[config.mk]
export PLATFORM = sky130hd
export DESIGN_NAME = rom_addr_gen_multi
export DESIGN_NICKNAME = d
export VERILOG_FILES = /design/src/rtl/rom_addr_gen_pkg.sv /design/src/rtl/rom_addr_phase_acc.sv /design/src/rtl/rom_addr_gen_multi.sv
export SDC_FILE = /design/constraint.sdc
export NUM_CORES = 1
export LEC_CHECK = 0
export ABC_CLOCK_PERIOD_IN_PS = 8200
export CORE_UTILIZATION = 40
export CTS_BUF_LIST = sky130_fd_sc_hd__clkbuf_8
export DETAILED_ROUTE_END_ITERATION = 8
export HOLD_SLACK_MARGIN = 0.1
export PLACE_DENSITY = 0.57
export SLEW_MARGIN = 10
export SYNTH_ARGS = -nofsm -noshare
export SYNTH_HDL_FRONTEND = slang
export SYNTH_SLANG_ARGS = --single-unit
export TNS_END_PERCENT = 20
[constraint.sdc]
create_clock -name clk -period 8.2 [get_ports clk]
set_input_delay 2.46 -clock clk [delete_from_list [all_inputs] [get_ports clk]]
set_output_delay 2.46 -clock clk [all_outputs]
set_load 0.02 [all_outputs]
[src/rtl/rom_addr_gen_pkg.sv]
// Shared types for the multi-channel ROM address generator.
package rom_addr_gen_pkg;

    // Widest step the config record can carry; the top uses the low ACC_W bits.
    localparam int unsigned CFG_STEP_W = 32;

    typedef enum logic {
        MODE_SAW = 1'b0,
        MODE_TRI = 1'b1
    } mode_e;

    typedef enum logic {
        ST_IDLE  = 1'b0,
        ST_SWEEP = 1'b1
    } state_e;

    typedef struct packed {
        logic [CFG_STEP_W-1:0] step;
        mode_e                 mode;
        logic                  en;
    } ch_cfg_t;

    function automatic int unsigned ch_w(input int unsigned n);
        return (n > 1) ? $clog2(n) : 1;
    endfunction

endpackage

[src/rtl/rom_addr_phase_acc.sv]
// Combinational next-accumulator, next-direction and wrap for one channel.
module rom_addr_phase_acc
    import rom_addr_gen_pkg::*;
#(
    parameter int unsigned ACC_W = 16
) (
    input  logic [ACC_W-1:0] acc,
    input  logic [ACC_W-1:0] step,
    input  mode_e            mode,
    input  logic             dir,
    output logic [ACC_W-1:0] acc_nxt_c,
    output logic             dir_nxt_c,
    output logic             wrap_c
);

    localparam logic [ACC_W-1:0] ACC_MAX = '1;

    logic [ACC_W:0] sum_c;

    assign sum_c = {1'b0, acc} + {1'b0, step};

    // dir: 0 = counting up, 1 = counting down; a zero step never moves or wraps
    always_comb begin
        acc_nxt_c = acc;
        dir_nxt_c = dir;
        wrap_c    = 1'b0;
        if (step != '0) begin
            if (mode == MODE_SAW) begin
                acc_nxt_c = sum_c[ACC_W-1:0];
                wrap_c    = sum_c[ACC_W];
            end else if (!dir) begin
                if (sum_c >= {1'b0, ACC_MAX}) begin
                    acc_nxt_c = ACC_MAX;
                    dir_nxt_c = 1'b1;
                    wrap_c    = 1'b1;
                end else begin
                    acc_nxt_c = sum_c[ACC_W-1:0];
                end
            end else begin
                if (acc <= step) begin
                    acc_nxt_c = '0;
                    dir_nxt_c = 1'b0;
                    wrap_c    = 1'b1;
                end else begin
                    acc_nxt_c = acc - step;
                end
            end
        end
    end

endmodule

[src/rtl/rom_addr_gen_multi.sv]
// Multi-channel SAW/TRI ROM address generator, one address per channel per sample_tick.
// Optional ROM_ADDR_PHASE_OFS_EN adds a per-channel address offset.
module rom_addr_gen_multi
    import rom_addr_gen_pkg::*;
#(
    parameter int unsigned NUM_CH = 2,
    parameter int unsigned ADDR_W = 8,
    parameter int unsigned ACC_W  = 16
) (
    input  logic                      clk,
    input  logic                      rst,
    input  logic                      sample_tick,
    input  logic                      phase_clr,
    input  logic                      cfg_wr,
    input  logic [ch_w(NUM_CH)-1:0]   cfg_ch,
    input  logic [ACC_W-1:0]          cfg_step,
    input  logic                      cfg_mode,
    input  logic                      cfg_en,
    output logic [ADDR_W-1:0]         addr,
    output logic [ch_w(NUM_CH)-1:0]   addr_ch,
    output logic                      addr_valid,
    output logic                      wrap,
    output logic                      overrun
);

    localparam int unsigned CH_W    = ch_w(NUM_CH);
    localparam int unsigned FRAC_W  = ACC_W - ADDR_W;
    localparam int unsigned LAST_CH = NUM_CH - 1;

    state_e            state_q, state_d;
    logic [CH_W-1:0]   idx_q, idx_d;
    logic [ACC_W-1:0]  acc_q [NUM_CH];
    logic [ACC_W-1:0]  acc_d [NUM_CH];
    logic              dir_q [NUM_CH];
    logic              dir_d [NUM_CH];
    ch_cfg_t           cfg_q [NUM_CH];
    ch_cfg_t           cfg_d [NUM_CH];
`ifdef ROM_ADDR_PHASE_OFS_EN
    logic [ADDR_W-1:0] offset_q [NUM_CH];
    logic [ADDR_W-1:0] offset_d [NUM_CH];
`endif
    logic [ADDR_W-1:0] addr_q, addr_d;
    logic [CH_W-1:0]   addr_ch_q, addr_ch_d;
    logic              addr_valid_q, addr_valid_d;
    logic              wrap_q, wrap_d;
    logic              overrun_q, overrun_d;

    logic              emit_c;
    logic [CH_W-1:0]   sel_c;
    logic [ACC_W-1:0]  pa_acc_nxt;
    logic              pa_dir_nxt;
    logic              pa_wrap;

    // Sweep control: emit_c/sel_c name the channel emitted and updated at the coming edge
    always_comb begin
        state_d   = state_q;
        idx_d     = idx_q;
        overrun_d = overrun_q;
        emit_c    = 1'b0;
        sel_c     = '0;
        case (state_q)
            ST_IDLE: begin
                if (sample_tick) begin
                    emit_c  = 1'b1;
                    state_d = ST_SWEEP;
                    idx_d   = '0;
                end
            end
            ST_SWEEP: begin
                if (sample_tick) begin
                    overrun_d = 1'b1;
                end
                if (idx_q == CH_W'(LAST_CH)) begin
                    state_d = ST_IDLE;
                end else begin
                    emit_c = 1'b1;
                    sel_c  = idx_q + CH_W'(1);
                    idx_d  = idx_q + CH_W'(1);
                end
            end
            default: state_d = ST_IDLE;
        endcase
    end

    rom_addr_phase_acc #(
        .ACC_W (ACC_W)
    ) u_phase_acc (
        .acc       (acc_q[sel_c]),
        .step      (ACC_W'(cfg_q[sel_c].step)),
        .mode      (cfg_q[sel_c].mode),
        .dir       (dir_q[sel_c]),
        .acc_nxt_c (pa_acc_nxt),
        .dir_nxt_c (pa_dir_nxt),
        .wrap_c    (pa_wrap)
    );

    // Datapath: emit pre-update address, then update; phase_clr overrides the update
    always_comb begin
        acc_d        = acc_q;
        dir_d        = dir_q;
        cfg_d        = cfg_q;
`ifdef ROM_ADDR_PHASE_OFS_EN
        offset_d     = offset_q;
`endif
        addr_d       = addr_q;
        addr_ch_d    = addr_ch_q;
        addr_valid_d = emit_c;
        wrap_d       = 1'b0;
        if (emit_c) begin
`ifdef ROM_ADDR_PHASE_OFS_EN
            addr_d = acc_q[sel_c][ACC_W-1 -: ADDR_W] + offset_q[sel_c];
`else
            addr_d = acc_q[sel_c][ACC_W-1 -: ADDR_W];
`endif
            addr_ch_d = sel_c;
            if (cfg_q[sel_c].en && !phase_clr) begin
                acc_d[sel_c] = pa_acc_nxt;
                dir_d[sel_c] = pa_dir_nxt;
                wrap_d       = pa_wrap;
            end
        end
        if (phase_clr) begin
            for (int i = 0; i < int'(NUM_CH); i++) begin
                acc_d[i] = '0;
                dir_d[i] = 1'b0;
            end
        end
        if (cfg_wr) begin
            cfg_d[cfg_ch].step = CFG_STEP_W'(cfg_step);
            cfg_d[cfg_ch].mode = mode_e'(cfg_mode);
            cfg_d[cfg_ch].en   = cfg_en;
`ifdef ROM_ADDR_PHASE_OFS_EN
            offset_d[cfg_ch]   = cfg_step[ADDR_W-1:0];
`endif
        end
    end

    always_ff @(posedge clk) begin
        if (rst) begin
            state_q      <= ST_IDLE;
            idx_q        <= '0;
            addr_q       <= '0;
            addr_ch_q    <= '0;
            addr_valid_q <= 1'b0;
            wrap_q       <= 1'b0;
            overrun_q    <= 1'b0;
            for (int i = 0; i < int'(NUM_CH); i++) begin
                acc_q[i] <= '0;
                dir_q[i] <= 1'b0;
                cfg_q[i] <= '{step: CFG_STEP_W'((i + 1) << FRAC_W), mode: MODE_SAW, en: 1'b1};
`ifdef ROM_ADDR_PHASE_OFS_EN
                offset_q[i] <= ADDR_W'((i * (1 << ADDR_W)) / int'(NUM_CH));
`endif
            end
        end else begin
            state_q      <= state_d;
            idx_q        <= idx_d;
            addr_q       <= addr_d;
            addr_ch_q    <= addr_ch_d;
            addr_valid_q <= addr_valid_d;
            wrap_q       <= wrap_d;
            overrun_q    <= overrun_d;
            acc_q        <= acc_d;
            dir_q        <= dir_d;
            cfg_q        <= cfg_d;
`ifdef ROM_ADDR_PHASE_OFS_EN
            offset_q     <= offset_d;
`endif
        end
    end

    assign addr       = addr_q;
    assign addr_ch    = addr_ch_q;
    assign addr_valid = addr_valid_q;
    assign wrap       = wrap_q;
    assign overrun    = overrun_q;

endmodule

Word level (Yosys, flattened, before mapping)
Index checks and enable logic that the tools add are counted.
{"block": "totals", "word_cells": 86, "out_inout_bits": 12, "mem_bits_rw": 0, "rom_bits": 0, "latchBits": 0, "in_bits": 24, "register_bits": 115, "memories": 0}
{"block": "op_classes", "muxes": 45, "div_mod_pow": 0, "addsub": 3, "n_mul": 0, "eq_ne": 1, "shifts": 0, "reduce_logical": 9, "bitwise": 6, "magnitude_cmp": 6}
{"operator": "$bwmux 68", "n": 3}
{"operator": "$mux 16", "n": 9}
{"operator": "$demux 34 s1", "n": 3}
{"operator": "$mux 18", "n": 3}
{"operator": "$mux 34", "n": 1}
{"operator": "$bwmux 32", "n": 1}
{"operator": "$mux 1", "n": 19}
{"operator": "$add 16x16->17", "n": 1}
{"operator": "$ge 17x16->1 const B", "n": 1}
{"operator": "$demux 16 s1", "n": 1}
{"operator": "$le 16x16->1", "n": 1}
{"operator": "$reduce_bool 16->1", "n": 1}
{"operator": "$sub 16x16->16", "n": 1}
{"operator": "$ge 2x2->1 const B", "n": 2}
{"operator": "$lt 2x1->1 const B", "n": 2}
{"operator": "$not 1->1", "n": 4}
{"operator": "$not 1->2", "n": 2}
{"operator": "$pmux 1 s2", "n": 2}
{"operator": "$reduce_and 2->1", "n": 2}
{"operator": "$reduce_or 4->1", "n": 1}
{"operator": "$logic_and 1x1->1", "n": 3}
{"operator": "$bwmux 2", "n": 1}
{"operator": "$mux 2", "n": 1}
{"operator": "$ne 2x2->1 const B", "n": 1}
{"operator": "other kinds (4)", "n": 4}

Logic depth before layout (Yosys ltp)
Gate-level depths: netlist of run 1.
{"block": "logic_depth", "ltp_word": 14, "mapped_depth": 22, "depth_no_buf": 18}

Hierarchy
From an unflattened synthesis of run 1, not the netlist that was laid out.
{"block": "hier_totals", "hier_cells": 835, "hier_area_um2": 5829.3}
{"mod": "rom_addr_gen_multi", "area_per_inst_um2": 3390.8, "cells_per_inst": 480, "seq_area_each_um2": 1661.6, "instances": 1}
{"mod": "rom_addr_phase_acc", "area_per_inst_um2": 2438.6, "cells_per_inst": 355, "seq_area_each_um2": 0.0, "instances": 1}

Worst setup path before layout of run 1
No wires, ideal clock.
{"block": "synth_timing", "kind": "reg2reg", "from": "reg, netlist name addr_valid", "to": "reg dir_q[0] (netlist bit)", "n_path_buf": 5, "period_less_slack_ps": 4823, "slack_ps": 3377, "setup_ps": 64, "path_stages_with_launch": 21, "arrival_time_ps": 4759, "required_time_ps": 8136, "cell_sequence": "dfxtp_1 -> nor2b_1 -> clkbuf_1 -> clkbuf_1 -> buf_1 -> clkbuf_1 -> nand2_1 -> nand2_1 -> ha_1 -> buf_2 -> nor2b_1 -> o31ai_2 -> o21ai_2 -> xor2_1 -> or4_1 -> a2111oi_0 -> and4_1 -> a31oi_1 -> nand2b_4 -> o311a_1 -> nor2_1"}
{"element": "to (signal assigned)", "line": "rom_addr_gen_multi.sv:164", "source": "dir_q <= dir_d;"}
{"element": "to (decl)", "line": "rom_addr_gen_multi.sv:34", "source": "logic dir_q [NUM_CH];"}

==> flow_metrics.env, run 1 <==
export IMPL_status="completed"
export IMPL_p_clk_share_pct=30.0
export IMPL_post_dp_hpwl_um=13000
export IMPL_cts_tree="built"
export IMPL_layout_commonest_cell="nand2_1"
export IMPL_synth_seq_cells=83
export IMPL_fmax_mhz=205
export IMPL_htreeDepth=3
export IMPL_diodes=0
export IMPL_rows=42
export IMPL_rr_worst_depth=16
export IMPL_finalHoldViolCount=0
export IMPL_worstPathRequired_ns=8.47
export IMPL_ys_seq_area_share_pct=29.9
export IMPL_path_cells="nor2b_2 > buf_4 > mux2i_1 > inv_1 > ha_1 > a21o_1 > a21o_1 > a21o_1 > or3_1 > a31oi_1 > nor2_1 > xnor2_1 > a31oi_1 > a221oi_1 > nor2_1 > nor3_1"
export IMPL_synth_edf_count=0
export IMPL_cts_buffers=9
export IMPL_combPwrFrac_pct=26.1
export IMPL_seq_power_share_pct=43.9
export IMPL_r2r_start="addr_valid"
export IMPL_instances_no_fill=967
export IMPL_syn_area_um2=5560
export IMPL_hp_class="reg -> reg"
export IMPL_wl_per_cell_um=17.4
export IMPL_r2r_setup_slack_ns=3.32
export IMPL_slew_headroom_pct=28.7
export IMPL_viasPerCell=5.66
export IMPL_grt_setup_unrepaired="false"
export IMPL_synth_main_ff_cell="dfxtp_1"
export IMPL_startpoint_type="register"
export IMPL_holdCritStartpoint="acc_q[19]"
export IMPL_final_cell_mix="nand2_1, a21oi_1, dfxtp_1"
export IMPL_path_clk_slew_ns=0.08
export IMPL_vias=5478
export IMPL_grtUsageTotal_pct=23.9
export IMPL_p_per_area_nw_per_um2=157
export IMPL_ant_nets=0
export IMPL_antenna_found_initial=0
export IMPL_ir_worst_vdd_mv=0.115
export IMPL_fp_coreArea_um2=13400
export IMPL_slew_viol_final=0
export IMPL_synthesis_nets=832
export IMPL_area_growth_pct=12.2
export IMPL_min_to="acc_q[19]"
export IMPL_clock_sinks=83
export IMPL_fin_skew_ns=0.0110
export IMPL_gp_congestion=0.926
export IMPL_hold_slack_ns=0.462
export IMPL_postCtsSetupRepairBufs=0
export IMPL_critPathMaxStageDelay_ns=0.59
export IMPL_clock_latency_ns=0.36
export IMPL_drt_iter0_drc=476
export IMPL_fin_crit_ns=4.88
export IMPL_nets=844
export IMPL_swShare_pct=33.3
export IMPL_die_area_um2=14400
export IMPL_fin_crit_sh_pct=59.5
export IMPL_switchingPower_uw=326
export IMPL_die_height_um=120
export IMPL_cap_violations=0
export IMPL_arrival_ns=5.15
export IMPL_path_max_fanout=31
export IMPL_initial_utilization_pct=41.5
export IMPL_grt_pass1_vias=4971
export IMPL_ys_warn_count=0
export IMPL_ios=36
export IMPL_tns_ns=0
export IMPL_port_buffers=35
export IMPL_root_buffer="clkbuf_8"
export IMPL_utilization_pct=46.6
export IMPL_p_leak_uw=0.00258
export IMPL_die_w_um=120
export IMPL_clockBufferDepth=2
export IMPL_power_uw=980
export IMPL_drive_gt1_share_pct=4.68
export IMPL_critPathKind="reg -> reg"
export IMPL_async_flop_share_pct=0
export IMPL_dp_cells=951
export IMPL_grt_start_max_net_pins=50
export IMPL_synth_avg_cell_area_um2=7.19
export IMPL_yosysUniqueCellTypes=58
export IMPL_route_detailed_drc=0
export IMPL_netlist_instances=774
export IMPL_cp_slowest_cell="mux2i_1"
export IMPL_crit_top_cell="a21o_1"
export IMPL_grt_pass1_wl_um=26600
export IMPL_timing_rr_end="acc_q[1]"
export IMPL_drt_wl_total_um=16900
export IMPL_setup_viol=0
export IMPL_worst_hold_path_num_cells=2
export IMPL_p_int_uw=654
export IMPL_ctsHoldBuffers=0
export IMPL_first_pass_iters=5
export IMPL_grt_ovfl_total=0
export IMPL_end_kind="register"
export IMPL_worst_pin_slew_ns=1.06
export IMPL_cts_resized=0
how the worst max path moves through the flow:
stage	from	end	slack [ns]	depth (start not counted)
4_1_cts	addr_valid	acc_q[1]	3.41	16
2_1_floorplan	addr_valid	dir_q[0]	3.38	20
5_1_grt	addr_valid	acc_q[18]	3.01	15
3_5_place_dp	sample_tick	acc_q[23]	3.25	6
3_3_place_gp	sample_tick	acc_q[24]	3.28	6
6_report	addr_valid	acc_q[1]	3.32	16
metal layers:
layer	up-vias	routed length (um)	track usage (%)
met5	-	0	0
met3	18	1020	4.33
met1	2601	7980	32.5
met2	179	7640	38.3
li1	2680	-	-
met4	0	226	6.56
worst max-delay path: cells and delay by family, from the launching register on:
kind / cells / cell delay, ns
AO/OA/AOI/OAI: 6 / 1.54
AND/OR/NAND/NOR: 5 / 0.94
multiplexers: 1 / 0.59
buffers and inverters: 2 / 0.50
adder cells (fa/ha/maj): 1 / 0.44
flip-flops: 1 / 0.42
XOR/XNOR: 1 / 0.35
per-stage QoR:
| step | worst slack (ns) | cell area [um2] |
|---|---|---|
| 4_1_cts | 3.41 | 6240 |
| 3_5_place_dp | 3.25 | 6050 |
| 3_3_place_gp | 3.28 | 6050 |
| 2_1_floorplan | 3.38 | 5560 |
| 5_1_grt | 3.01 | 6240 |
| 6_report | 3.32 | 6240 |
cell usage after synthesis, drive strengths merged (12+ instances only):
master / instances / area share [%]
a21oi: 87 / 7.8
a31oi: 13 / 1.5
clkbuf: 33 / 2.2
dfxtp: 83 / 30
ha: 32 / 7.2
inv: 38 / 2.6
mux2i: 19 / 3.6
nand2: 180 / 12
nand3: 12 / 1.1
nor2: 61 / 4.1
nor3: 13 / 1.2
o21ai: 45 / 4.1
xnor2: 28 / 4.4
power by group through the flow:
| stage | combinational [uW] | clock (uW) | sequential (uW) |
|---|---|---|---|
| floorplan | 168 | 0 | 441 |
| global placement | 250 | 0 | 439 |
| detailed placement | 251 | 0 | 440 |
| CTS | 253 | 302 | 430 |
| global route | 279 | 321 | 433 |
| finish | 256 | 294 | 430 |
cells by family (layout without fill, tap and decap cells):
family | count (synthesis) | in the layout | synth area share (%)
buffers and inverters | 79 | 96 | 5.49
AO/OA/AOI/OAI | 209 | 209 | 22.8
multiplexers | 21 | 21 | 4.05
flip-flops | 83 | 83 | 29.9
adder cells (fa/ha/maj) | 34 | 34 | 7.92
AND/OR/NAND/NOR | 314 | 314 | 24.5
XOR/XNOR | 34 | 34 | 5.35
final cells by class:
cell class                 instances  area (um2)
fill                            1375        7160
clock inverter                     7        75.1
clock buffer                       9         124
multi-input combinational        612        3620
timing repair buffer              42         403
sequential                        83        1660
inverter                          38         143
tap                              176         220
sequential cells by signal (all words and copies together), names as in the netlist:
signal and flops:
acc_q 32, addr 8, addr_ch 1, addr_valid 1, cfg_q 36, dir_q 2, idx_q 1, overrun 1
wrap 1
Note: power is estimated with default switching activity, not from simulation.
==> run 2, diff against run 1 <==
--- a/config.mk
+++ b/config.mk
@@ -5,7 +5,7 @@
 export SDC_FILE = /design/constraint.sdc
 export NUM_CORES = 1
 export LEC_CHECK = 0
-export ABC_CLOCK_PERIOD_IN_PS = 8200
+export ABC_CLOCK_PERIOD_IN_PS = 4580
 export CORE_UTILIZATION = 40
 export CTS_BUF_LIST = sky130_fd_sc_hd__clkbuf_8
 export DETAILED_ROUTE_END_ITERATION = 8
==> constraint.sdc (replaced) <==
create_clock -name clk -period 4.58 [get_ports clk]
set_input_delay 1.374 -clock clk [delete_from_list [all_inputs] [get_ports clk]]
set_output_delay 1.374 -clock clk [all_outputs]
set_load 0.02 [all_outputs]
==> run 2 against run 1 <==
Effect of this change:
- clock power grew 89%
- critical path depth shrank 2
- via count grew 1.4%
- fmax grew 12%
- non-clock buffer count grew 28
- cell count grew 2.9%
- die area is the same
- worst hold slack lost 0.0044 ns
- sequential share of layout area shrank 1.0 points
- critical path type unchanged
- critical endpoint is now acc_q[26]
- largest cell class unchanged
==> flow_metrics.env, run 2 (synthesis gave the netlist of run 1 again) <==
export IMPL_holdCritStartpoint="cfg_q[3]"
export IMPL_clock_sinks=83
export IMPL_gp_congestion=0.990
export IMPL_r2r_start="idx_q"
export IMPL_diodes=0
export IMPL_cts_buffers=9
export IMPL_combPwrFrac_pct=26.9
export IMPL_fp_coreArea_um2=13400
export IMPL_p_leak_uw=0.00273
export IMPL_root_buffer="clkbuf_8"
export IMPL_fin_crit_sh_pct=95.4
export IMPL_timing_rr_end="acc_q[26]"
export IMPL_die_w_um=120
export IMPL_swShare_pct=33.1
export IMPL_htreeDepth=3
export IMPL_p_int_uw=1220
export IMPL_worstPathRequired_ns=4.83
export IMPL_ant_nets=0
export IMPL_min_to="cfg_q[3]"
export IMPL_ctsHoldBuffers=0
export IMPL_dp_cells=977
export IMPL_area_growth_pct=16.7
export IMPL_p_clk_share_pct=30.6
export IMPL_grt_ovfl_total=0
export IMPL_max_flop_register="cfg_q"
export IMPL_grt_pass1_wl_um=27600
export IMPL_clock_latency_ns=0.37
export IMPL_cts_tree="built"
export IMPL_slew_headroom_pct=46.3
export IMPL_setup_viol=0
export IMPL_ir_worst_vdd_mv=0.223
export IMPL_port_buffers=35
export IMPL_grtUsageTotal_pct=25.0
export IMPL_drive_gt1_share_pct=8.30
export IMPL_path_max_fanout=15
export IMPL_startpoint_type="register"
export IMPL_worst_pin_slew_ns=0.802
export IMPL_nets=872
export IMPL_wl_per_cell_um=17.8
export IMPL_first_pass_iters=6
export IMPL_arrival_ns=4.62
export IMPL_critPathKind="reg -> reg"
export IMPL_slew_viol_final=0
export IMPL_final_cell_mix="nand2_1, a21oi_1, dfxtp_1"
export IMPL_ios=36
export IMPL_fmax_mhz=229
export IMPL_cap_violations=0
export IMPL_p_per_area_nw_per_um2=280
export IMPL_fin_skew_ns=0.00923
export IMPL_rows=42
export IMPL_fillers=1379
export IMPL_viasPerCell=5.58
export IMPL_status="completed"
export IMPL_worst_hold_path_num_cells=2
export IMPL_grt_start_max_net_pins=50
export IMPL_grt_pass1_vias=5121
export IMPL_vias=5552
export IMPL_tns_ns=0
export IMPL_finalHoldViolCount=0
export IMPL_switchingPower_uw=601
export IMPL_rr_worst_depth=14
export IMPL_seq_power_share_pct=42.5
export IMPL_route_detailed_drc=0
export IMPL_die_height_um=120
export IMPL_initial_utilization_pct=41.5
export IMPL_r2r_setup_slack_ns=0.21
export IMPL_die_area_um2=14400
export IMPL_grt_setup_unrepaired="true"
export IMPL_layout_commonest_cell="nand2_1"
export IMPL_hp_class="reg -> reg"
export IMPL_post_dp_hpwl_um=14000
export IMPL_drt_iter0_drc=455
export IMPL_end_kind="register"
export IMPL_largest_reg_flops=36
export IMPL_clockBufferDepth=2
export IMPL_antenna_found_initial=0
export IMPL_instances_no_fill=995
export IMPL_drt_wl_total_um=17700
export IMPL_path_clk_slew_ns=0.09
export IMPL_fin_crit_ns=4.37
[run 2: cell count changes in the layout (fill, tap and decap cells not counted), sizes merged]
cell | previous run | this run
clkbuf | 9 | 10
buf | 7 | 35
clkinv | 1 | 0
[run 2: what timing repair did]
item,CTS,global route
setup buffers,0,2
setup endpoints to repair,0,24
resized for setup,0,7
[run 2: final cells by class]
cell class,instances,area (um2),share of cell area (%)
Sequential cell,83,1660,25.6
Multi-Input combinational cell,612,3650,56.1
Inverter,38,143,2.20
Clock buffer,10,138,2.12
Clock inverter,6,72.6,1.12
Timing Repair Buffer,70,613,9.44
Tap cell,176,220,3.39
[run 2: power groups by stage]
| stage | sequential, uW | combinational (uW) | clock (uW) |
|---|---|---|---|
| floorplan | 790 | 301 | 0 |
| global placement | 787 | 475 | 0 |
| detailed placement | 788 | 474 | 0 |
| CTS | 771 | 478 | 568 |
| global route | 775 | 533 | 599 |
| finish | 772 | 489 | 556 |
[run 2: worst max path at each step]
stage	from	end	slack (ns)	cells after the start
2_1_floorplan	addr_valid	dir_q[0]	0.07	20
6_report	idx_q	acc_q[26]	0.21	14
4_1_cts	addr_valid	dir_q[1]	0.02	16
3_5_place_dp	addr_valid	dir_q[1]	0.07	16
5_1_grt	addr_valid	dir_q[1]	-0.02	15
3_3_place_gp	addr_valid	dir_q[1]	0.19	15
[run 2: metrics by stage]
stage / setup WS [ns] / utilization [%] / power, uW / instance area, um2 / hold WS, ns
4_1_cts: 0.0187 / 48.1 / 1820 / 6450 / 0.460
6_report: 0.209 / 48.5 / 1820 / 6490 / 0.458
2_1_floorplan: 0.0652 / - / 1090 / 5570 / 0.436
5_1_grt: -0.0216 / 48.5 / 1910 / 6490 / 0.481
3_3_place_gp: 0.189 / 46.6 / 1260 / 6240 / 0.448
3_5_place_dp: 0.0683 / 46.6 / 1260 / 6240 / 0.448
[run 2: worst max-delay path: stages (launching register included)]
cell      delay, ns
dfxtp_1        0.40
nand2b_2       0.36
buf_4          0.32
mux2i_1        0.31
inv_1          0.15
ha_1           0.45
a21o_1         0.21
a21o_1         0.18
or3_1          0.31
a31oi_1        0.31
o41a_1         0.37
nor2_1         0.18
o311a_1        0.32
a21oi_1        0.27
a21oi_1        0.11
[run 2: layer usage]
metal,vias up,part of all wire (%),track usage (%)
met4,0,2.6,8.52
met5,-,0,0
met3,28,6.3,4.18
met1,2591,46,34.8
met2,193,45,38.9
li1,2740,-,-
==> run 3, diff against run 2 <==
--- a/config.mk
+++ b/config.mk
@@ -6,6 +6,7 @@
 export NUM_CORES = 1
 export LEC_CHECK = 0
 export ABC_CLOCK_PERIOD_IN_PS = 4580
+export CORE_MARGIN = 3
 export CORE_UTILIZATION = 40
 export CTS_BUF_LIST = sky130_fd_sc_hd__clkbuf_8
 export DETAILED_ROUTE_END_ITERATION = 8
==> run 3 against run 2 <==
Effect of this change:
- cell count down 0.10%
- non-clock buffer count unchanged
- clock skew down 0.00092 ns
- core utilization down 0.075 points
- sequential share of layout area about the same
- sequential power about the same
- sequential cell count unchanged
- register-to-register slack better by 0.06 ns
- largest power group unchanged
==> flow_metrics.env, run 3 (synthesis gave the netlist of run 1 again) <==
export IMPL_p_leak_uw=0.00274
export IMPL_cts_buffers=9
export IMPL_swShare_pct=31.5
export IMPL_instances_no_fill=994
export IMPL_fin_crit_ns=4.31
export IMPL_initial_utilization_pct=41.5
export IMPL_path_max_fanout=9
export IMPL_clockBufferDepth=2
export IMPL_hp_class="reg -> reg"
export IMPL_worst_pin_slew_ns=0.812
export IMPL_vias=5545
export IMPL_rows=42
export IMPL_pre_cts_slack_ns=0.107
export IMPL_die_area_um2=15400
export IMPL_nets=872
export IMPL_cpLargestDelayFamily="compound AO/OA/AOI/OAI gates"
export IMPL_root_buffer="clkbuf_8"
export IMPL_wl_per_cell_um=17.4
export IMPL_gp_congestion=0.931
export IMPL_arrival_ns=4.61
export IMPL_crit_top_cell="a21o_1"
export IMPL_utilization_pct=48.4
export IMPL_clock_sinks=83
export IMPL_final_cell_mix="nand2_1, a21oi_1, dfxtp_1"
export IMPL_route_detailed_drc=0
export IMPL_post_dp_hpwl_um=13700
export IMPL_drt_wl_total_um=17300
export IMPL_fin_crit_sh_pct=94.2
export IMPL_p_clk_share_pct=30.8
export IMPL_antenna_found_initial=0
export IMPL_grt_ovfl_total=0
export IMPL_critPathMaxStageDelay_ns=0.44
export IMPL_viasPerCell=5.58
export IMPL_fillers=1404
export IMPL_path_clk_slew_ns=0.08
export IMPL_tns_ns=0
export IMPL_dp_cells=977
export IMPL_first_pass_iters=5
export IMPL_die_w_um=124
export IMPL_htreeDepth=3
export IMPL_worstPathRequired_ns=4.87
export IMPL_max_flop_register="cfg_q"
export IMPL_ios=36
export IMPL_p_per_area_nw_per_um2=280
export IMPL_setup_viol=0
export IMPL_layout_commonest_cell="nand2_1"
export IMPL_area_growth_pct=16.5
export IMPL_grt_setup_unrepaired="true"
export IMPL_drt_iter0_drc=361
export IMPL_die_height_um=124
export IMPL_slew_headroom_pct=45.9
export IMPL_end_kind="register"
export IMPL_fp_coreArea_um2=13400
export IMPL_status="completed"
export IMPL_fmax_mhz=232
export IMPL_ir_worst_vdd_mv=0.287
export IMPL_grt_start_max_net_pins=36
export IMPL_grtUsageTotal_pct=23.1
export IMPL_combPwrFrac_pct=26.7
export IMPL_grt_pass1_wl_um=27400
export IMPL_switchingPower_uw=572
export IMPL_p_int_uw=1240
export IMPL_seq_power_share_pct=42.5
export IMPL_diodes=0
export IMPL_crit_buf_inv=2
export IMPL_port_buffers=35
export IMPL_grt_pass1_vias=5187
export IMPL_fin_skew_ns=0.00831
export IMPL_drive_gt1_share_pct=7.95
export IMPL_clock_latency_ns=0.35
export IMPL_hold_slack_ns=0.458
export IMPL_cap_violations=0
export IMPL_largest_reg_flops=36
export IMPL_path_cells="nor2b_4 > buf_4 > mux2i_1 > inv_1 > ha_1 > a21o_1 > a21o_1 > a21o_1 > or3_1 > a31oi_1 > nor2_1 > xnor2_1 > a31oi_1 > nand2b_4 > o311a_1 > nor2_1"
export IMPL_slew_viol_final=0
export IMPL_finalHoldViolCount=0
export IMPL_cp_slowest_cell="ha_1"
export IMPL_fin_ws_ns=0.267
export IMPL_cts_tree="built"
export IMPL_startpoint_type="register"
export IMPL_critPathKind="reg -> reg"
export IMPL_ant_nets=0
## run 3: changes by cell type in the layout (fill, tap and decap cells not counted), sizes merged
cell,change
clkbuf,-1
bufinv,+1
inv,-1
clkinvlp,-3
clkinv,+3
## run 3: what timing repair did
item | CTS | global route
resized for setup | 0 | 6
endpoints found under the hold margin | 0 | 0
endpoints found under the setup margin | 0 | 22
buffers inserted | 0 | 2
hold buffers | 0 | 0
## run 3: power by group through the flow
stage	Combinational [uW]	Clock [uW]	Sequential, uW
floorplan	301	0	790
global placement	469	0	787
detailed placement	470	0	788
CTS	473	573	771
global route	529	603	775
finish	484	558	771
## run 3: path summary, 6_finish.rpt
path / startpoint / endpoint / slack [ns] / depth (start not counted)
max: addr_valid / dir_q[1] / 0.27 / 16
min: cfg_q[36] / cfg_q[36] / 0.46 / 2
max reg2reg: addr_valid / dir_q[1] / 0.27 / 16
min reg2reg: cfg_q[36] / cfg_q[36] / 0.46 / 2
## run 3: metrics by stage
| step | power [uW] | cell area, um2 |
|---|---|---|
| after global placement | 1260 | 6240 |
| after detailed placement | 1260 | 6240 |
| after CTS | 1820 | 6450 |
| after global routing | 1910 | 6480 |
| after floorplan | 1090 | 5570 |
| final | 1810 | 6480 |
## run 3: cell type report
type,count,area [um2],area share [%]
Clock buffer,9,124,1.91
Clock inverter,6,82.6,1.27
Inverter,38,143,2.20
Multi-Input combinational cell,612,3640,56.1
Sequential cell,83,1660,25.6
Tap cell,176,220,3.40
Timing Repair Buffer,70,613,9.46
## run 3: layer usage
layer,up-vias,wire length (um),GRT usage (%),share of wire (%)
met4,0,281,5.75,1.6
li1,2755,-,-,-
met3,23,1010,3.50,5.8
met2,164,7830,36.6,45
met5,-,0,0,0
met1,2603,8160,33.1,47
## run 3: worst min-delay path: stages, from the launching register on
cell	delay (ns)
dfxtp_1	0.31
nand2_1	0.05
a21oi_1	0.05
==> patch 1, RTL diff (settings of run 2) <==
Set the package constant `CFG_STEP_W` to 40 (it was 32).
--- a/src/rtl/rom_addr_gen_pkg.sv
+++ b/src/rtl/rom_addr_gen_pkg.sv
@@ -2,7 +2,7 @@
 package rom_addr_gen_pkg;
 
     // Widest step the config record can carry; the top uses the low ACC_W bits.
-    localparam int unsigned CFG_STEP_W = 32;
+    localparam int unsigned CFG_STEP_W = 40;
 
     typedef enum logic {
         MODE_SAW = 1'b0,
Formal check against the unedited RTL: no difference found for any inputs over 4 cycles, from zero or initial values and one cycle with rst high; that may be too few to reach the edited logic, so the function may still have changed.
==> patch 1 against run 2 <==
  * Setup slack improved by 0.11 ns
  * Wire length rose by 2.8%
  * Global-route usage increased by 1.0 points
  * Critical path depth rose by 1
  * Clock skew down 0.0013 ns
  * Largest cell class unchanged
  * Total power rose by 0.15%
  * Sequential cell count unchanged
  * Die area up 2.7%
  * Final area grew 0.33%
  * Count of clock-buffer cells in the layout unchanged
  * Area after synthesis up 2.8%
==> patch 1: results (changes against run 2) <==
global_routing:
  grt_pass1_wl_mm: 29.2  # +5.7%
  grt_util_met1: 0.330  # -0.0176
  grt_max_degree: 50  # unchanged
  grt_use_total: 0.260  # +0.0101
  met2_usage: 0.423  # +0.0339
  antenna_found_initial: 0  # unchanged
  use_met3: 0.0398  # -0.00203
  first_global_vias: 5584  # +9.0%
cts:
  clockBufferDepth: 2  # unchanged
  clkSlewWorstSetupHoldPaths_ns: 0.08
  postCtsSetupBuffers: 0  # unchanged
  clkLatencyLatePin_ns: 0.39  # +0.02 ns
  h-tree-depth: 3  # unchanged
place:
  postPlaceCellArea_um2: 6300  # +0.94%
  preCtsSetupSlack_ns: 0.300  # +0.231 ns
  dp_hpwl_mm: 14.2  # +1.2%
  io_buffers: 35  # unchanged
  gp_congestion: 0.943  # -4.8%
synthesis:
  netlist_instances: 781  # +0.90%
  synth_nets: 839  # +0.84%
  yosysUniqueCellTypes: 62  # +6.9%
  synth_commonest_cells: "160 x nand2_1, 86 x a21oi_1, 83 x dfxtp_1"
  async_reset_ff_frac: 0  # unchanged
  synthTopCellsByArea: "dfxtp_1 29%, nand2_1 11%, a21oi_1 7.5%, ha_1 7.0%, xnor2_1 3.8%"
  ys_seq_area_frac: 0.291  # -0.00804
outcome:
  status: "finished clean"
setup_path:
  worstPathArrival_ns: 4.52  # -0.10 ns
  crit_family: "simple AND/OR/NAND/NOR gates"
  rrSetupSlack_ns: 0.32  # +0.11 ns
  max_stage_delay_ns: 0.45  # about the same
  crit_end: "acc_q[6]$_SDFFE_PP0P_"
  cpMaxStageDelayCell: "nor4_1"
  crit_start: "addr_valid$_SDFF_PP0_"
  r2r_cells: 15  # +1
route:
  via_per_inst: 5.75  # +3.0%
  first_iter_violations: 451  # -0.88%
  firstDrtPassIters: 7  # +1
  drc: 0  # unchanged
  wl_met3_um: 760  # -31%
  wl_per_cell_um: 18.3  # +3.0%
  route.met2.wl_mm: 8.33  # +5.2%
  wl_met1_mm: 8.27  # +0.94%
hold_path:
  hold_path_end: "cfg_q[56]$_SDFFE_PP0P_"
  min_from: "cfg_q[56]$_SDFFE_PP0P_"
timing:
  fin_hold_ws_ns: 0.461  # +0.00281 ns
  tightest_slew_ns: 0.800  # -0.00217 ns
  fin_crit_ns: 4.26  # -0.110 ns
  finClkSkew_ns: 0.00794  # -0.00130 ns
power_and_ir_drop:
  ir_worst_vdd_mv: 0.171  # -23%
  clockPowerShare: 0.295  # -0.011
  p_comb_mw: 0.508  # +4%
  p_switching_mw: 0.610  # +1.4%
  cellPowerDensity_nw_per_um2: 279  # -0.17%
  power_leakage_nw: 2.71  # -0.45%
final_layout:
  final_nets: 866  # -0.69%
  layoutNonFillerInstCount: 993  # -0.20%
  largest_reg_flops: 36  # unchanged
  drive_above_1_share: 0.0713  # -0.0117
  fill_cells: 1424  # +3.3%
## patch 1: cell count changes in the layout (fill, tap and decap cells not counted), sizes merged, moves of 7 or more
cell / run 2 / this run
buf: 35 / 24
nand2: 180 / 160
nand3: 12 / 32
a21o: 11 / 4
nor2: 61 / 50
a31oi: 13 / 3
## patch 1: kinds of logic (layout without fill, tap and decap cells)
family,Yosys count,after routing,synth area share
flops,83,83,0.291
simple gates,313,313,0.247
xor+xnor,31,31,0.0475
compound gates,217,217,0.239
buf+inv,81,113,0.0567
fa+ha+maj,34,34,0.0770
mux,22,22,0.0425
## patch 1: area by class of cell
type,count,area (µm²),area share
multi-input combinational,617,3760,0.577
sequential,83,1660,0.255
tap,180,225,0.0346
inverter,38,143,0.0219
timing repair buffer,59,531,0.0814
clock inverter,6,57.6,0.00883
clock buffer,10,138,0.0211
## patch 1: what timing repair did
item | 4_1_cts | 5_1_grt
endpoints found under the setup margin | 0 | 7
resized for setup | 0 | 4
hold buffers | 0 | 0
==> patch 2, RTL diff (flow settings as in run 2) <==
Without the edit above. Add an input register stage for `sample_tick`, `phase_clr`, `cfg_wr`, `cfg_mode` and `cfg_en`; this delays them by one clock. The other inputs are not delayed to match.
--- a/src/rtl/rom_addr_gen_multi.sv
+++ b/src/rtl/rom_addr_gen_multi.sv
@@ -26,6 +26,20 @@
     localparam int unsigned CH_W    = ch_w(NUM_CH);
     localparam int unsigned FRAC_W  = ACC_W - ADDR_W;
     localparam int unsigned LAST_CH = NUM_CH - 1;
+
+    logic sample_tick_q;
+    logic phase_clr_q;
+    logic cfg_wr_q;
+    logic cfg_mode_q;
+    logic cfg_en_q;
+
+    always_ff @(posedge clk) begin
+        sample_tick_q <= sample_tick;
+        phase_clr_q   <= phase_clr;
+        cfg_wr_q      <= cfg_wr;
+        cfg_mode_q    <= cfg_mode;
+        cfg_en_q      <= cfg_en;
+    end
 
     state_e            state_q, state_d;
     logic [CH_W-1:0]   idx_q, idx_d;
@@ -60,14 +74,14 @@
         sel_c     = '0;
         case (state_q)
             ST_IDLE: begin
-                if (sample_tick) begin
+                if (sample_tick_q) begin
                     emit_c  = 1'b1;
                     state_d = ST_SWEEP;
                     idx_d   = '0;
                 end
             end
             ST_SWEEP: begin
-                if (sample_tick) begin
+                if (sample_tick_q) begin
                     overrun_d = 1'b1;
                 end
                 if (idx_q == CH_W'(LAST_CH)) begin
@@ -113,22 +127,22 @@
             addr_d = acc_q[sel_c][ACC_W-1 -: ADDR_W];
 `endif
             addr_ch_d = sel_c;
-            if (cfg_q[sel_c].en && !phase_clr) begin
+            if (cfg_q[sel_c].en && !phase_clr_q) begin
                 acc_d[sel_c] = pa_acc_nxt;
                 dir_d[sel_c] = pa_dir_nxt;
                 wrap_d       = pa_wrap;
             end
         end
-        if (phase_clr) begin
+        if (phase_clr_q) begin
             for (int i = 0; i < int'(NUM_CH); i++) begin
                 acc_d[i] = '0;
                 dir_d[i] = 1'b0;
             end
         end
-        if (cfg_wr) begin
+        if (cfg_wr_q) begin
             cfg_d[cfg_ch].step = CFG_STEP_W'(cfg_step);
-            cfg_d[cfg_ch].mode = mode_e'(cfg_mode);
-            cfg_d[cfg_ch].en   = cfg_en;
+            cfg_d[cfg_ch].mode = mode_e'(cfg_mode_q);
+            cfg_d[cfg_ch].en   = cfg_en_q;
 `ifdef ROM_ADDR_PHASE_OFS_EN
             offset_d[cfg_ch]   = cfg_step[ADDR_W-1:0];
 `endif
Function: changed (a bounded check fails within 4 cycles, from zero or initial values and one cycle with rst high).
==> patch 2 against run 2 <==
  * Die area grew 1.8%
  * Sequential cell count increased by 5
  * Sequential power grew 6.1%
  * Area after synthesis rose by 1.8%
  * Global-route usage shrank 0.77 points
  * Setup slack better by 0.12 ns
  * Wire length is 2.7% lower
  * First-iteration DRC count down 2.2%
  * Non-clock buffer count down 13
  * Critical path type unchanged
  * Critical path depth grew 1
  * Critical endpoint is now dir_q[0]$_SDFFE_PP0P_
  * Final area is 0.50% higher
  * Total power grew 3.0%
==> patch 2: results (changes against run 2) <==
place:
  gp_congestion: 0.990  # about the same
  dp_hpwl_mm: 13.3  # -4.9%
  io_buffers: 35  # unchanged
power_and_ir_drop:
  power_leakage_nw: 2.73  # about the same
  ir_worst_vdd_mv: 0.244  # +9.6%
  p_switching_mw: 0.595  # -1.0%
setup_path:
  worstPathArrival_ns: 4.54  # -0.08 ns
  cpMaxStageDelayCell: "dfxtp_1"
  cp_max_fo: 7  # -8
  crit_start: "addr_valid$_SDFF_PP0_"
  max_stage_delay_ns: 0.43  # -0.02 ns
synthesis:
  synth_nets: 837  # +0.60%
  synthTopCellsByArea: "dfxtp_1 31%, nand2_1 12%, a21oi_1 7.7%, ha_1 7.1%, xnor2_1 4.3%"
  ys_seq_area_frac: 0.311  # +0.0124
  synth_commonest_cells: "180 x nand2_1, 88 x dfxtp_1, 87 x a21oi_1"
  yosys_warnings: 0  # unchanged
final_layout:
  insertedDiodeCount: 0  # unchanged
  drive_above_1_share: 0.0678  # -0.0152
  largest_reg_flops: 36  # unchanged
  final_nets: 864  # -0.92%
timing:
  finClkSkew_ns: 0.00742  # -0.00181 ns
  slew_headroom: 0.367  # -0.0960
global_routing:
  grt_pass1_wl_mm: 27.6  # -0.30%
  grt_use_total: 0.243  # -0.00768
  first_global_vias: 5163  # +0.82%
hold_path:
  min_from: "cfg_q[2]$_SDFFE_PP0P_"
die:
  rows: 43  # +2.4%
cts:
  cts_root_buffer: "clkbuf_8"
  clockBufferDepth: 2  # unchanged
route:
  via_per_inst: 5.60  # +0.35%
  wl_per_cell_um: 17.4  # -2.3%
  firstDrtPassIters: 6  # unchanged
  first_iter_violations: 445  # -2.2%
outcome:
  status: "finished clean"
## patch 2: cell count changes in the layout (fill, tap and decap cells not counted), sizes merged
cell | run 2 | this run
dfxtp | 83 | 88
buf | 35 | 22
clkbuf | 10 | 12
inv | 40 | 38
clkinvlp | 3 | 1
clkinv | 0 | 2
## patch 2: kinds of logic after synthesis
logic type,count (synthesis),share of synthesized area
and+or+nand+nor,314,0.241
AOI/OAI and AO/OA,209,0.224
DFF,88,0.311
buffers and inverters,79,0.0539
xor gates and xnor gates,34,0.0526
adders and majority gates,34,0.0778
muxes,21,0.0398
## patch 2: final cells by class
type	instances	area (µm²)
multi-input cells	612	3640
flip-flops and latches	88	1760
well taps	180	225
clock inverters	4	51.3
clock buffers	12	165
inverters	38	143
fillers	1381	7300
repair buffers	57	541
## patch 2: repair_timing
item                       in CTS  in global routing
setup endpoints to repair       0                 18
resized for setup               0                  5
setup buffers                   0                  1
## patch 2: path summary, 6_finish.rpt
kind	slack [ns]	to	depth (start not counted)
max	0.33	dir_q[0]$_SDFFE_PP0P_	15
min	0.46	cfg_q[2]$_SDFFE_PP0P_	2
max reg2reg	0.33	dir_q[0]$_SDFFE_PP0P_	15
min reg2reg	0.46	cfg_q[2]$_SDFFE_PP0P_	2
## patch 2: metrics by stage
| stage | setup slack, ns | instance area (µm²) | cells | utilization | hold slack, ns |
|---|---|---|---|---|---|
| finish | 0.329 | 6530 | 991 | 0.472 | 0.461 |
| global route | 0.0513 | 6530 | 991 | 0.472 | 0.486 |
| CTS | 0.157 | 6500 | 990 | 0.470 | 0.459 |
| detailed placement | 0.180 | 6280 | 974 | 0.454 | 0.447 |
| global placement | 0.291 | 6280 | 974 | 0.454 | 0.442 |
| floorplan | 0.0652 | 5670 | 779 | - | 0.432 |
## patch 2: worst register-to-register path, cell delays in order, from the launching register on
cell	delay (ns)
dfxtp_1	0.43
nor2b_4	0.32
mux2i_1	0.33
inv_1	0.14
ha_1	0.38
a211oi_1	0.11
o31ai_2	0.29
o2111ai_1	0.29
a211oi_1	0.41
a31oi_1	0.17
xnor2_1	0.29
and2_1	0.22
a31oi_1	0.17
nand2b_4	0.20
o311a_1	0.34
nor2_1	0.12
## patch 2: routing by layer
metal / routed length [µm] / up-vias / track usage
met5: 0 / - / 0
met4: 296 / 0 / 0.0787
met3: 1040 / 26 / 0.0376
met2: 7820 / 171 / 0.386
met1: 8040 / 2617 / 0.334
li1: - / 2735 / -
## patch 2: power by group through the flow
| stage | clock, mW | combinational [mW] | sequential (mW) |
|---|---|---|---|
| after floorplan | 0 | 0.302 | 0.838 |
| after global placement | 0 | 0.459 | 0.836 |
| after detailed placement | 0 | 0.460 | 0.837 |
| after CTS | 0.586 | 0.464 | 0.819 |
| after global routing | 0.615 | 0.516 | 0.823 |
| final | 0.580 | 0.473 | 0.819 |
